$ cat config.mk
export PLATFORM = sky130hd
export DESIGN_NAME = ahb_slave_mux_flat
export DESIGN_NICKNAME = d
export VERILOG_FILES = /design/src/rtl/ahb_mux_pkg.sv /design/src/rtl/ahb_slave_mux_if.sv /design/src/rtl/ahb_prio_enc.sv /design/src/rtl/ahb_slave_mux.sv /design/src/flat_wrapper.sv
export SDC_FILE = /design/constraint.sdc
export NUM_CORES = 1
export LEC_CHECK = 0
export ABC_AREA = 1
export CAP_MARGIN = 10
export CORE_ASPECT_RATIO = 1.25
export CORE_MARGIN = 2
export CORE_UTILIZATION = 26
export DETAILED_ROUTE_END_ITERATION = 12
export PLACE_DENSITY = 0.83
export SYNTH_ARGS = -nofsm -noshare
export SYNTH_HDL_FRONTEND = slang
export SYNTH_SLANG_ARGS = --single-unit
$ cat constraint.sdc
create_clock -name HCLK -period 1.5 [get_ports HCLK]
set_input_delay 0.3 -clock HCLK [delete_from_list [all_inputs] [get_ports HCLK]]
set_output_delay 0.3 -clock HCLK [all_outputs]
set_load 0.01 [all_outputs]
$ cat src/rtl/ahb_mux_pkg.sv
// ----------------------------------------------------------------------------
// ahb_mux_pkg
// Shared definitions for the AHB slave-side read/response multiplexer:
//   - mux_state_e : data-phase owner state (default-OK, slave, error 1/2)
//   - HTRANS_*    : AHB transfer-type encodings
//   - HRESP_*     : AHB response encodings
//   - is_transfer : true for HTRANS values that request a real transfer
// ----------------------------------------------------------------------------
package ahb_mux_pkg;

    typedef enum logic [1:0] {
        DFLT_OK = 2'd0,
        SLAVE   = 2'd1,
        ERR1    = 2'd2,
        ERR2    = 2'd3
    } mux_state_e;

    localparam logic [1:0] HTRANS_IDLE   = 2'd0;
    localparam logic [1:0] HTRANS_BUSY   = 2'd1;
    localparam logic [1:0] HTRANS_NONSEQ = 2'd2;
    localparam logic [1:0] HTRANS_SEQ    = 2'd3;

    localparam logic HRESP_OKAY  = 1'b0;
    localparam logic HRESP_ERROR = 1'b1;

    // NONSEQ/SEQ to an unmapped address must be answered with an ERROR;
    // IDLE/BUSY to an unmapped address get a zero-wait OKAY.
    function automatic logic is_transfer(input logic [1:0] htrans);
        case (htrans)
            HTRANS_IDLE, HTRANS_BUSY:  return 1'b0;
            HTRANS_NONSEQ, HTRANS_SEQ: return 1'b1;
            default:                   return 1'b0;
        endcase
    endfunction

endpackage

$ cat src/rtl/ahb_slave_mux_if.sv
// ----------------------------------------------------------------------------
// ahb_slave_mux_if
// Bus bundle between the AHB decoder/master side and the slave multiplexer.
//   HSEL      : address-phase slave select (intended one-hot)
//   HTRANS    : address-phase transfer type
//   HREADYOUT : per-slave ready
//   HRESP_S   : per-slave response (1 = ERROR)
//   HRDATA_S  : flattened per-slave read data, slave i at [i*DATA_WIDTH +: DATA_WIDTH]
//   HREADY    : muxed ready back to master and slaves
//   HRESP     : muxed response
//   HRDATA    : muxed read data
//   dataSel   : registered data-phase owner index (NUM_SLAVES = default slave)
//   selError  : sticky multi-hot HSEL flag
// Modports: slave = the multiplexer's view, master = the driving side.
// ----------------------------------------------------------------------------
interface ahb_slave_mux_if #(
    parameter int NUM_SLAVES = 2,
    parameter int DATA_WIDTH = 64
);
    localparam int SW = $clog2(NUM_SLAVES) + 1;

    logic [NUM_SLAVES-1:0]            HSEL;
    logic [1:0]                       HTRANS;
    logic [NUM_SLAVES-1:0]            HREADYOUT;
    logic [NUM_SLAVES-1:0]            HRESP_S;
    logic [NUM_SLAVES*DATA_WIDTH-1:0] HRDATA_S;
    logic                             HREADY;
    logic                             HRESP;
    logic [DATA_WIDTH-1:0]            HRDATA;
    logic [SW-1:0]                    dataSel;
    logic                             selError;

    modport slave (
        input  HSEL, HTRANS, HREADYOUT, HRESP_S, HRDATA_S,
        output HREADY, HRESP, HRDATA, dataSel, selError
    );

    modport master (
        output HSEL, HTRANS, HREADYOUT, HRESP_S, HRDATA_S,
        input  HREADY, HRESP, HRDATA, dataSel, selError
    );

endinterface

$ cat src/rtl/ahb_prio_enc.sv
// ----------------------------------------------------------------------------
// ahb_prio_enc
// Lowest-index priority encoder for the HSEL vector.
//   req_i   : request vector (HSEL)
//   idx_o   : index of the lowest set bit (0 when nothing is set)
//   any_o   : at least one bit set
//   multi_o : more than one bit set
// ----------------------------------------------------------------------------
module ahb_prio_enc #(
    parameter int WIDTH = 2,
    localparam int IDX_W = $clog2(WIDTH) + 1
) (
    input  logic [WIDTH-1:0] req_i,
    output logic [IDX_W-1:0] idx_o,
    output logic             any_o,
    output logic             multi_o
);

    always_comb begin
        idx_o = '0;
        // Scan from the top down so the lowest set bit is the last writer.
        for (int i = WIDTH - 1; i >= 0; i--) begin
            if (req_i[i]) begin
                idx_o = IDX_W'(i);
            end
        end
        any_o   = |req_i;
        // Clearing the lowest set bit leaves something only if >1 bit was set.
        multi_o = (req_i & (req_i - WIDTH'(1))) != '0;
    end

endmodule

$ cat src/rtl/ahb_slave_mux.sv
// ----------------------------------------------------------------------------
// ahb_slave_mux
// AHB slave-side multiplexer with built-in default slave. The address phase
// is sampled on HCLK edges where HREADY=1 and decides who owns the following
// data phase; the outputs are then muxed combinationally from that owner.
// Unmapped NONSEQ/SEQ transfers receive the two-cycle AHB ERROR response.
//   HCLK   : bus clock
//   HRESET : synchronous active-high reset
//   bus    : ahb_slave_mux_if.slave (HSEL/HTRANS/HREADYOUT/HRESP_S/HRDATA_S
//            in; HREADY/HRESP/HRDATA/dataSel/selError out)
// ----------------------------------------------------------------------------
module ahb_slave_mux #(
    parameter int NUM_SLAVES = 2,
    parameter int DATA_WIDTH = 64
) (
    input  logic           HCLK,
    input  logic           HRESET,
    ahb_slave_mux_if.slave bus
);
    import ahb_mux_pkg::*;

    localparam int            SW       = $clog2(NUM_SLAVES) + 1;
    localparam logic [SW-1:0] DFLT_IDX = SW'(NUM_SLAVES);

    mux_state_e            state_q, state_d;
    logic [SW-1:0]         data_sel_q, data_sel_d;
    logic                  sel_error_q, sel_error_d;

    logic [SW-1:0]         enc_idx;
    logic                  enc_any;
    logic                  enc_multi;

    logic                  hready;
    logic                  hresp;
    logic [DATA_WIDTH-1:0] hrdata;

    ahb_prio_enc #(
        .WIDTH (NUM_SLAVES)
    ) u_enc (
        .req_i   (bus.HSEL),
        .idx_o   (enc_idx),
        .any_o   (enc_any),
        .multi_o (enc_multi)
    );

    // Output mux: purely a function of the registered data-phase owner.
    always_comb begin
        hready = 1'b1;
        hresp  = HRESP_OKAY;
        hrdata = '0;
        case (state_q)
            SLAVE: begin
                // Compare against each legal index rather than indexing with
                // data_sel_q directly, whose range also covers the default slave.
                for (int i = 0; i < NUM_SLAVES; i++) begin
                    if (data_sel_q == SW'(i)) begin
                        hready = bus.HREADYOUT[i];
                        hresp  = bus.HRESP_S[i];
                        hrdata = bus.HRDATA_S[i*DATA_WIDTH +: DATA_WIDTH];
                    end
                end
            end
            ERR1: begin
                hready = 1'b0;
                hresp  = HRESP_ERROR;
            end
            ERR2: begin
                hresp  = HRESP_ERROR;
            end
            default: begin
                hready = 1'b1;
            end
        endcase
    end

    // Next-state: ERR1 always advances to ERR2; otherwise a new address
    // phase is taken only when the current data phase completes (HREADY=1).
    always_comb begin
        state_d     = state_q;
        data_sel_d  = data_sel_q;
        sel_error_d = sel_error_q;
        if (state_q == ERR1) begin
            state_d = ERR2;
        end else if (hready) begin
            if (enc_any) begin
                state_d    = SLAVE;
                data_sel_d = enc_idx;
                if (enc_multi) begin
                    sel_error_d = 1'b1;
                end
            end else begin
                data_sel_d = DFLT_IDX;
                state_d    = is_transfer(bus.HTRANS) ? ERR1 : DFLT_OK;
            end
        end
    end

    always_ff @(posedge HCLK) begin
        if (HRESET) begin
            state_q     <= DFLT_OK;
            data_sel_q  <= DFLT_IDX;
            sel_error_q <= 1'b0;
        end else begin
            state_q     <= state_d;
            data_sel_q  <= data_sel_d;
            sel_error_q <= sel_error_d;
        end
    end

    assign bus.HREADY   = hready;
    assign bus.HRESP    = hresp;
    assign bus.HRDATA   = hrdata;
    assign bus.dataSel  = data_sel_q;
    assign bus.selError = sel_error_q;

endmodule

$ cat src/flat_wrapper.sv
// flat-port wrapper written by rule: the top's interface ports become plain ports
module ahb_slave_mux_flat import ahb_mux_pkg::*;
#(
    parameter int NUM_SLAVES = 2,
    parameter int DATA_WIDTH = 64
)
  (HCLK, HRESET, bus_HSEL, bus_HTRANS, bus_HREADYOUT, bus_HRESP_S, bus_HRDATA_S, bus_HREADY, bus_HRESP, bus_HRDATA, bus_dataSel, bus_selError);
  ahb_slave_mux_if #(.NUM_SLAVES(NUM_SLAVES), .DATA_WIDTH(DATA_WIDTH)) bus_i ();
  input  logic HCLK;
  input  logic HRESET;
  input wire logic [$bits(bus_i.HSEL)-1:0] bus_HSEL;
  input wire logic [$bits(bus_i.HTRANS)-1:0] bus_HTRANS;
  input wire logic [$bits(bus_i.HREADYOUT)-1:0] bus_HREADYOUT;
  input wire logic [$bits(bus_i.HRESP_S)-1:0] bus_HRESP_S;
  input wire logic [$bits(bus_i.HRDATA_S)-1:0] bus_HRDATA_S;
  output wire logic [$bits(bus_i.HREADY)-1:0] bus_HREADY;
  output wire logic [$bits(bus_i.HRESP)-1:0] bus_HRESP;
  output wire logic [$bits(bus_i.HRDATA)-1:0] bus_HRDATA;
  output wire logic [$bits(bus_i.dataSel)-1:0] bus_dataSel;
  output wire logic [$bits(bus_i.selError)-1:0] bus_selError;
  assign bus_i.HSEL = bus_HSEL;
  assign bus_i.HTRANS = bus_HTRANS;
  assign bus_i.HREADYOUT = bus_HREADYOUT;
  assign bus_i.HRESP_S = bus_HRESP_S;
  assign bus_i.HRDATA_S = bus_HRDATA_S;
  assign bus_HREADY = bus_i.HREADY;
  assign bus_HRESP = bus_i.HRESP;
  assign bus_HRDATA = bus_i.HRDATA;
  assign bus_dataSel = bus_i.dataSel;
  assign bus_selError = bus_i.selError;
  ahb_slave_mux #(.NUM_SLAVES(NUM_SLAVES), .DATA_WIDTH(DATA_WIDTH)) u_core (.HCLK(HCLK), .HRESET(HRESET), .bus(bus_i));
endmodule
==> impl_metrics.py, run 1 <==
metrics = {
    "worst_hold_path": {
        "hold_class": "reg -> reg",
        "min-delay-start": "u_core.bus.selError$_SDFFE_PP0P_",
    },
    "place": {
        "gp_congestion": 0.818,
        "dp.cells": 530,
        "post_dp_cell_area_mm2": 0.00372,
        "numPortBuffers": 205,
        "dp_hpwl_mm": 6.17,
    },
    "pwr": {
        "power.leakage_nw": 1.78,
        "powerDensity_mw_per_mm2": 400,
        "vdd_ir_drop_max_mv": 0.553,
        "clock_power_share_pct": 15.6,
        "p_int_mw": 1.04,
        "pwr-share-seq_pct": 9.4,
        "p_total_mw": 1.64,
        "comb_power_share_pct": 74.9,
        "p_sw_share_pct": 36.3,
        "switchingPower_mw": 0.595,
    },
    "outcome": {
        "violations": "negative setup slack",
        "status": "complete, but fails checks",
    },
    "detailed_routing": {
        "vias": 2723,
        "wl_mm": 9.39,
        "avgRoutedWirePerCell_um": 16.6,
        "avgViaCountPerCell": 4.80,
        "dr.pass1.iters": 4,
        "route.detailed.drc": 0,
        "final_antenna_net_count": 0,
        "drt-initial-drc-count": 75,
    },
    "setup_path": {
        "cp_data_arrival_time_ps": 1520,
        "cp-end-kind": "output pin",
        "cp_max_fo": 7,
        "crit_start": "u_core.bus.dataSel[0]$_SDFFE_PP0P_",
        "cp-endpoint": "bus_HRDATA[57]",
        "worst_setup_path_start_kind": "flop",
        "regToRegSetupSlack_ps": 180,
        "cp_data_required_time_ps": 1200,
        "r2r_cells": 9,
        "path_class": "reg -> out",
        "rr_startpoint": "u_core.bus.dataSel[1]$_SDFFE_PP1P_",
        "reg2reg_to": "u_core.bus.dataSel[1]$_SDFFE_PP1P_",
    },
    "clock_network": {
        "hold_buffers": 0,
        "clockBufferDepth": 2,
        "cts_buffers": 3,
        "cts_root_buffer": "clkbuf_8",
        "cts_tree": "done",
        "clk_latency_ps": 230,
        "clkTransAtPathRegs_ps": 40,
        "cts_max_level": 1,
        "cts_sinks": 5,
    },
    "global_route": {
        "use_met1_pct": 25.8,
        "grt_max_degree": 28,
        "use_met3_pct": 3.66,
        "grt_pass1_vias": 2588,
        "track_usage_pct": 24.1,
        "gr-total-overflow": 0,
        "grt_pass1_wl_mm": 12.9,
        "gr-usage-met2_pct": 46.4,
        "antenna_found_initial": 0,
        "grt.busiest_layer": "met2",
    },
    "die": {
        "start_util_pct": 27.0,
        "die_x_um": 73.6,
        "core-area_mm2": 0.00582,
        "ios": 207,
        "die_h_um": 91.0,
        "rows": 31,
        "die_area_mm2": 0.00669,
    },
    "sta": {
        "worst_pin_slew_ps": 233,
        "fin_crit_sh_pct": 121,
        "rsz0062_at_grt": "true",
        "worst_clock_skew_ps": 1.89,
        "max-slew-margin-rel_pct": 84.4,
        "fmax_ghz": 0.550,
        "post-route-min-period_ps": 1820,
        "hold_violations": 0,
        "whs_ps": 475,
        "setup_ws_ps": -320,
        "drv_slew": 0,
        "setup_viol": 66,
        "tns_ps": -13690,
    },
    "logic_synthesis": {
        "synth.net_count": 400,
        "syn_avg_cell_area_um2": 6.00,
        "synth_area_leaders": "a21oi_2, nand2_1, nand2_2",
        "synthDistinctLibCells": 20,
        "ys_ff_latch": 5,
        "ys_seq_area_share_pct": 6.36,
        "yosysTopAreaCell": "a21oi_2",
        "synth_common_cells": "nand2_1, a21oi_2, nand2_2",
        "synth_edf_count": 0,
        "synth_top_area_share_pct": 27.8,
        "synthFlopType": "dfxtp_1",
        "synthArstFlopShare_pct": 0,
        "ys_warn_count": 0,
        "syn_inst": 262,
        "synth_most_common_cell": "nand2_1",
        "syn-cell-area_mm2": 0.00157,
    },
    "layout": {
        "nNetsFinal": 640,
        "antenna_cells": 0,
        "stdcell_area_mm2": 0.00409,
        "drive_gt1_share_pct": 46.7,
        "fillers": 475,
        "final_cells": 567,
        "areaGrowthSynthToFinish_pct": 160,
    },
    "flow_run": {
        "drv_cap": 0,
    },
}
==> power by group through the flow <==
| stage | Clock (mW) | Sequential, mW | Combinational, mW |
|---|---|---|---|
| 2_1_floorplan | 0 | 0.158 | 0.415 |
| 3_3_place_gp | 0 | 0.155 | 1.02 |
| 4_1_cts | 0.259 | 0.155 | 1.10 |
| 6_report | 0.256 | 0.154 | 1.23 |
| 3_5_place_dp | 0 | 0.156 | 1.04 |
| 5_1_grt | 0.266 | 0.156 | 1.30 |
==> sequential cells by signal, summed over array words and instances, names as in the netlist <==
register	flops
u_core.bus.dataSel	2
u_core.state_q	2
u_core.bus.selError	1
==> per-layer routing <==
metal,share of wire [%],vias to the layer above
li1,-,1314
met1,37,1255
met2,53,129
met3,7.4,25
met4,2.8,0
met5,0,-
==> final cells by class <==
type / instances / area, um^2 / area share, %
repair buffers: 256 / 2450 / 60.0
multi-input cells: 222 / 1350 / 32.9
flip-flops and latches: 5 / 108 / 2.63
well taps: 66 / 82.6 / 2.02
inverters: 14 / 55.1 / 1.35
clock buffers: 4 / 45.0 / 1.10
==> stage by stage <==
| step | setup slack (ps) | utilization (%) |
|---|---|---|
| detailed placement | -506 | 63.9 |
| global route | -364 | 70.3 |
| CTS | -348 | 66.9 |
| finish | -320 | 70.3 |
| floorplan | 95.3 | - |
| global placement | -428 | 63.9 |
==> worst max-delay path: stages (launching register included) <==
cell and delay, ps:
dfxtp_4 370, inv_4 40, nor2_4 150, buf_12 140
buf_16 130, buf_6 100, nand2_4 40, a21oi_2 160
buf_2 160
==> worst min-delay path by stage <==
stage | end | slack [ps] | cells after the start
floorplan | u_core.bus.selError$_SDFFE_PP0P_ | 370 | 1
global placement | u_core.bus.selError$_SDFFE_PP0P_ | 440 | 2
detailed placement | u_core.bus.selError$_SDFFE_PP0P_ | 460 | 2
CTS | u_core.bus.selError$_SDFFE_PP0P_ | 480 | 2
global route | u_core.bus.selError$_SDFFE_PP0P_ | 520 | 2
finish | u_core.bus.selError$_SDFFE_PP0P_ | 480 | 2
==> placed cells by master, fill, tap and decap left out, drive strengths merged <==
master / synthesis / routed
nand2: 140 / 140
clkdlybuf4s50: 0 / 137
buf: 21 / 111
a21oi: 65 / 65
inv: 14 / 14
clkbuf: 0 / 10
nor2: 8 / 8
nand3: 5 / 5
dfxtp: 5 / 5
dlygate4sd2: 0 / 2
a22o: 1 / 1
or2: 1 / 1
nand3b: 1 / 1
o21ai: 1 / 1
==> cells by family after synthesis <==
logic type | Yosys count | share of synthesized area [%]
DFF | 5 | 6.36
buffers and inverters | 35 | 16.5
AOI/OAI and AO/OA | 67 | 33.5
and+or+nand+nor | 155 | 43.7
==> timing repair <==
action                                  4_1_cts  5_1_grt
cloned                                        5        6
gates resized for setup                     266       70
pin swaps                                     3       11
endpoints found under the setup margin       68       66
buffers inserted                             16       10
(Power assumes the default switching activity.)
==> run 2, diff against run 1 <==
- CORE_AREA: unset -> 2 2 81 83
- CORE_ASPECT_RATIO: 1.25 -> unset
- CORE_MARGIN: 2 -> unset
- CORE_UTILIZATION: 26 -> unset
- DIE_AREA: unset -> 0 0 83 85
- PLACE_DENSITY: 0.83 -> 0.82
- clock period: 1.5 -> 2.1 ns (I/O delays scaled with it)
==> impl_metrics.py, run 2 (synthesis results as in run 1) <==
metrics = {
    "outcome": {
        "status": "complete, no violations",
    },
    "flow_run": {
        "drv_cap": 0,
    },
    "global_route": {
        "grt_pass1_wl_mm": 11.9,
        "track_usage_pct": 20.0,
        "antenna_found_initial": 0,
        "grt_max_degree": 40,
        "grt_pass1_vias": 2481,
        "gr-total-overflow": 0,
    },
    "die": {
        "die_h_um": 85,
        "start_util_pct": 25.3,
        "die_x_um": 83,
        "ios": 207,
        "core-area_mm2": 0.00620,
        "rows": 29,
        "die_area_mm2": 0.00706,
    },
    "detailed_routing": {
        "final_antenna_net_count": 0,
        "avgViaCountPerCell": 4.44,
        "avgRoutedWirePerCell_um": 13.7,
        "drt-initial-drc-count": 68,
        "vias": 2434,
        "route.detailed.drc": 0,
        "wl_mm": 7.50,
        "dr.pass1.iters": 6,
    },
    "layout": {
        "areaGrowthSynthToFinish_pct": 141,
        "stdcell_area_mm2": 0.00379,
        "fin_util_pct": 61.1,
        "fillers": 606,
        "final_cells": 548,
        "antenna_cells": 0,
        "layout_common_cells": "clkdlybuf4s50_1, nand2_1, dlygate4sd2_1, a21oi_2, nand2_2",
        "nNetsFinal": 610,
        "drive_gt1_share_pct": 24.0,
        "final_common_cell": "clkdlybuf4s50_1",
    },
    "sta": {
        "hold_violations": 0,
        "worst_pin_slew_ps": 271,
        "setup_ws_ps": 85.5,
        "worst_clock_skew_ps": 1.84,
        "drv_slew": 0,
        "post-route-min-period_ps": 2010,
        "max-slew-margin-rel_pct": 81.9,
        "setup_viol": 0,
        "fin_crit_sh_pct": 95.9,
        "whs_ps": 456,
        "fmax_ghz": 0.496,
        "tns_ps": 0,
        "rsz0062_at_grt": "false",
    },
    "pwr": {
        "switchingPower_mw": 0.353,
        "clock_power_share_pct": 17.5,
        "comb_power_share_pct": 71.5,
        "p_total_mw": 1.01,
        "p_int_mw": 0.658,
        "powerDensity_mw_per_mm2": 267,
        "p_sw_share_pct": 34.9,
        "power.leakage_nw": 1.61,
        "pwr-share-seq_pct": 11.0,
        "vdd_ir_drop_max_mv": 0.409,
    },
    "clock_network": {
        "clk_latency_ps": 220,
        "clkTransAtPathRegs_ps": 40,
        "clockBufferDepth": 2,
        "cts_root_buffer": "clkbuf_8",
        "cts_tree": "done",
        "hold_buffers": 0,
        "cts_sinks": 5,
        "cts_buffers": 3,
        "cts_max_level": 1,
    },
    "place": {
        "numPortBuffers": 205,
        "gp_congestion": 0.768,
        "post_dp_cell_area_mm2": 0.00367,
        "dp.cells": 535,
        "dp_slack_ps": -81.7,
        "dp_hpwl_mm": 5.68,
    },
    "setup_path": {
        "cpLargestDelayFamily": "buffers and inverters",
        "cp_max_fo": 16,
        "cp_data_required_time_ps": 1680,
        "slowest_stage": "dfxtp_2",
        "worst_setup_path_start_kind": "flop",
        "reg2reg_to": "u_core.bus.dataSel[0]$_SDFFE_PP0P_",
        "crit_chain": "nor2_4 -> buf_4 -> bufbuf_16 -> nand2_1 -> a21oi_2 -> dlygate4sd2_1",
        "rr_startpoint": "u_core.bus.dataSel[1]$_SDFFE_PP1P_",
        "cp-endpoint": "bus_HRDATA[48]",
        "crit_buf_inv": 3,
        "crit_start": "u_core.bus.dataSel[1]$_SDFFE_PP1P_",
        "cp-end-kind": "output pin",
        "r2r_cells": 10,
        "cp_num_cells": 6,
        "cp_data_arrival_time_ps": 1590,
        "path_class": "reg -> out",
        "regToRegSetupSlack_ps": 710,
        "slowest_delay_ps": 360,
    },
    "worst_hold_path": {
        "hold_class": "reg -> reg",
    },
}
-- run 2: cell types whose count changed in the layout (fill, tap and decap cells not counted), sizes merged --
cell,previous run,this run
clkdlybuf4s50,137,139
clkdlybuf4s15,0,3
clkbuf,10,5
bufbuf,0,1
dlygate4sd2,2,63
buf,111,19
-- run 2: worst min path at each step --
stage | startpoint | endpoint | slack (ps) | cells past startpoint
after floorplan | u_core.bus.selError$_SDFFE_PP0P_ | u_core.bus.selError$_SDFFE_PP0P_ | 470 | 2
final | u_core.bus.selError$_SDFFE_PP0P_ | u_core.bus.selError$_SDFFE_PP0P_ | 460 | 2
after global routing | u_core.bus.selError$_SDFFE_PP0P_ | u_core.bus.selError$_SDFFE_PP0P_ | 480 | 2
after global placement | u_core.bus.selError$_SDFFE_PP0P_ | u_core.bus.selError$_SDFFE_PP0P_ | 440 | 2
after detailed placement | u_core.bus.selError$_SDFFE_PP0P_ | u_core.bus.selError$_SDFFE_PP0P_ | 450 | 2
after CTS | u_core.bus.selError$_SDFFE_PP0P_ | u_core.bus.selError$_SDFFE_PP0P_ | 460 | 2
-- run 2: cell type report --
type	count	area, um^2	area share (%)
repair buffers	226	2280	60.0
flip-flops and latches	5	103	2.71
inverters	14	52.6	1.39
well taps	77	96.3	2.54
multi-input cells	222	1220	32.1
clock buffers	4	45.0	1.19
-- run 2: timing repair --
action | 4_1_cts | 5_1_grt
pin swaps | 2 | 1
endpoints found under the setup margin | 66 | 18
buffers inserted | 5 | 1
gates cloned | 2 | 1
hold endpoints to repair | 0 | 0
gates resized for setup | 76 | 1
-- run 2: power groups by stage --
stage               logic, mW  registers, mW  clock network, mW
floorplan               0.297          0.113                  0
global placement        0.712          0.112                  0
detailed placement      0.722          0.112                  0
CTS                     0.720          0.112              0.180
global route            0.780          0.112              0.185
finish                  0.723          0.112              0.177
-- run 2: worst reg2reg max path, stage by stage (launching register included) --
cell     delay [ps]
dfxtp_2         400
nor2_4           60
buf_4           130
buf_6           140
nand2_1          80
nand2_1          50
nand2_1          70
nand2_1          60
buf_4           130
nor2_1           90
nor2_1           50
-- run 2: metal layers --
metal	vias up	part of all wire, %	global-route usage, %
met5	-	0	0
met4	0	2.4	5.81
met3	18	5.7	3.79
met2	103	52	37.8
met1	1067	40	22.7
li1	1246	-	-
==> run 3, diff against run 2 <==
- PLACE_DENSITY: 0.82 -> 0.92
==> impl_metrics.py, run 3 (synthesis results as in run 1) <==
metrics = {
    "pwr": {
        "p_total_mw": 1.00,
        "vdd_ir_drop_max_mv": 0.292,
        "powerDensity_mw_per_mm2": 270,
        "power.leakage_nw": 1.57,
    },
    "sta": {
        "worst_pin_slew_ps": 238,
        "tns_ps": 0,
        "post-route-min-period_ps": 2010,
        "setup_viol": 0,
        "max-slew-margin-rel_pct": 84.2,
        "rsz0062_at_grt": "false",
        "fmax_ghz": 0.497,
        "drv_slew": 0,
        "setup_ws_ps": 89.3,
        "whs_ps": 457,
        "fin_crit_sh_pct": 95.7,
        "hold_violations": 0,
        "worst_clock_skew_ps": 1.67,
    },
    "die": {
        "die_x_um": 83,
        "start_util_pct": 25.3,
        "rows": 29,
        "ios": 207,
        "die_area_mm2": 0.00706,
        "die_h_um": 85,
        "core-area_mm2": 0.00620,
    },
    "global_route": {
        "gr-total-overflow": 0,
        "antenna_found_initial": 0,
        "grt_max_degree": 35,
        "grt_pass1_vias": 2455,
        "grt_pass1_wl_mm": 11.3,
        "track_usage_pct": 18.9,
    },
    "clock_network": {
        "clk_latency_ps": 230,
        "cts_sinks": 5,
        "hold_buffers": 0,
        "cts_root_buffer": "clkbuf_8",
        "clockBufferDepth": 2,
        "cts_max_level": 1,
        "cts_tree": "done",
        "cts_buffers": 3,
        "clkTransAtPathRegs_ps": 40,
    },
    "layout": {
        "layout_common_cells": "clkdlybuf4s50_1, nand2_1, dlygate4sd2_1, a21oi_2, nand2_2",
        "final_common_cell": "clkdlybuf4s50_1",
        "areaGrowthSynthToFinish_pct": 136,
        "drive_gt1_share_pct": 22.7,
        "antenna_cells": 0,
        "fin_util_pct": 59.8,
        "nNetsFinal": 602,
    },
    "place": {
        "numPortBuffers": 205,
        "gp_congestion": 0.828,
        "dp_slack_ps": -134,
        "dp_hpwl_mm": 5.37,
    },
    "setup_path": {
        "path_class": "reg -> out",
        "cp_data_required_time_ps": 1680,
        "cp-end-kind": "output pin",
        "cp_data_arrival_time_ps": 1590,
        "worst_setup_path_start_kind": "flop",
        "cp_max_fo": 18,
    },
    "outcome": {
        "status": "complete, no violations",
    },
    "worst_hold_path": {
        "hold_class": "reg -> reg",
    },
    "detailed_routing": {
        "dr.pass1.iters": 4,
        "final_antenna_net_count": 0,
        "route.detailed.drc": 0,
        "avgRoutedWirePerCell_um": 12.9,
        "drt-initial-drc-count": 76,
        "wl_mm": 6.98,
        "vias": 2469,
        "avgViaCountPerCell": 4.57,
    },
    "flow_run": {
        "drv_cap": 0,
    },
}
==> run 3: cell types whose count changed in the layout (fill, tap and decap cells not counted) <==
| cell | change |
|---|---|
| clkbuf_16 | -1 |
| clkdlybuf4s15_1 | -2 |
| bufbuf_16 | -1 |
| buf_6 | -2 |
| buf_12 | +1 |
| buf_4 | -6 |
| buf_16 | +1 |
| dlygate4sd2_1 | +2 |
==> run 3: where the power goes <==
group | switching (mW) | internal [mW]
combinational | 0.296 | 0.409
sequential | 0.00939 | 0.103
clock | 0.0541 | 0.131
total | 0.359 | 0.643
==> run 3: worst paths after layout <==
path / from / to / slack (ps) / depth (start not counted)
worst max-delay path: u_core.bus.dataSel[0]$_SDFFE_PP0P_ / bus_HRESP / 90 / 8
worst min-delay path: u_core.bus.selError$_SDFFE_PP0P_ / u_core.bus.selError$_SDFFE_PP0P_ / 460 / 2
worst max register to register: u_core.bus.dataSel[1]$_SDFFE_PP1P_ / u_core.bus.dataSel[0]$_SDFFE_PP0P_ / 800 / 9
worst min register to register: u_core.bus.selError$_SDFFE_PP0P_ / u_core.bus.selError$_SDFFE_PP0P_ / 460 / 2
==> run 3: final cells by class <==
class,instances,area [um^2]
fill,574,2490
timing repair buffer,218,2200
multi-input combinational,222,1220
sequential,5,103
tap,77,96.3
inverter,14,52.6
clock buffer,4,45.0
==> run 3: per-layer routing <==
metal,global-route usage (%),up-vias,part of all wire [%]
met4,4.47,0,1.0
met3,3.40,8,7.0
met2,36.1,123,53
met1,21.7,1109,39
met5,0,-,0
li1,-,1229,-
==> run 3: stage by stage <==
step	instances	cell area, um^2
2_1_floorplan	262	1570
4_1_cts	540	3710
3_3_place_gp	531	3650
5_1_grt	540	3710
6_report	540	3710
3_5_place_dp	531	3650
==> run 3: critical path: stages (launching register included) <==
cell and delay, ps:
dfxtp_2 380, inv_2 70, nor2_4 100, buf_4 160, buf_12 160, a22o_1 130, nand2_1 40, nand2_1 50
dlygate4sd2_1 270
==> run 3: repair_timing <==
action,4_1_cts,5_1_grt
gates cloned,2,0
setup endpoints to repair,66,1
pin swaps,2,0
setup buffers,3,0
resized for setup,70,1
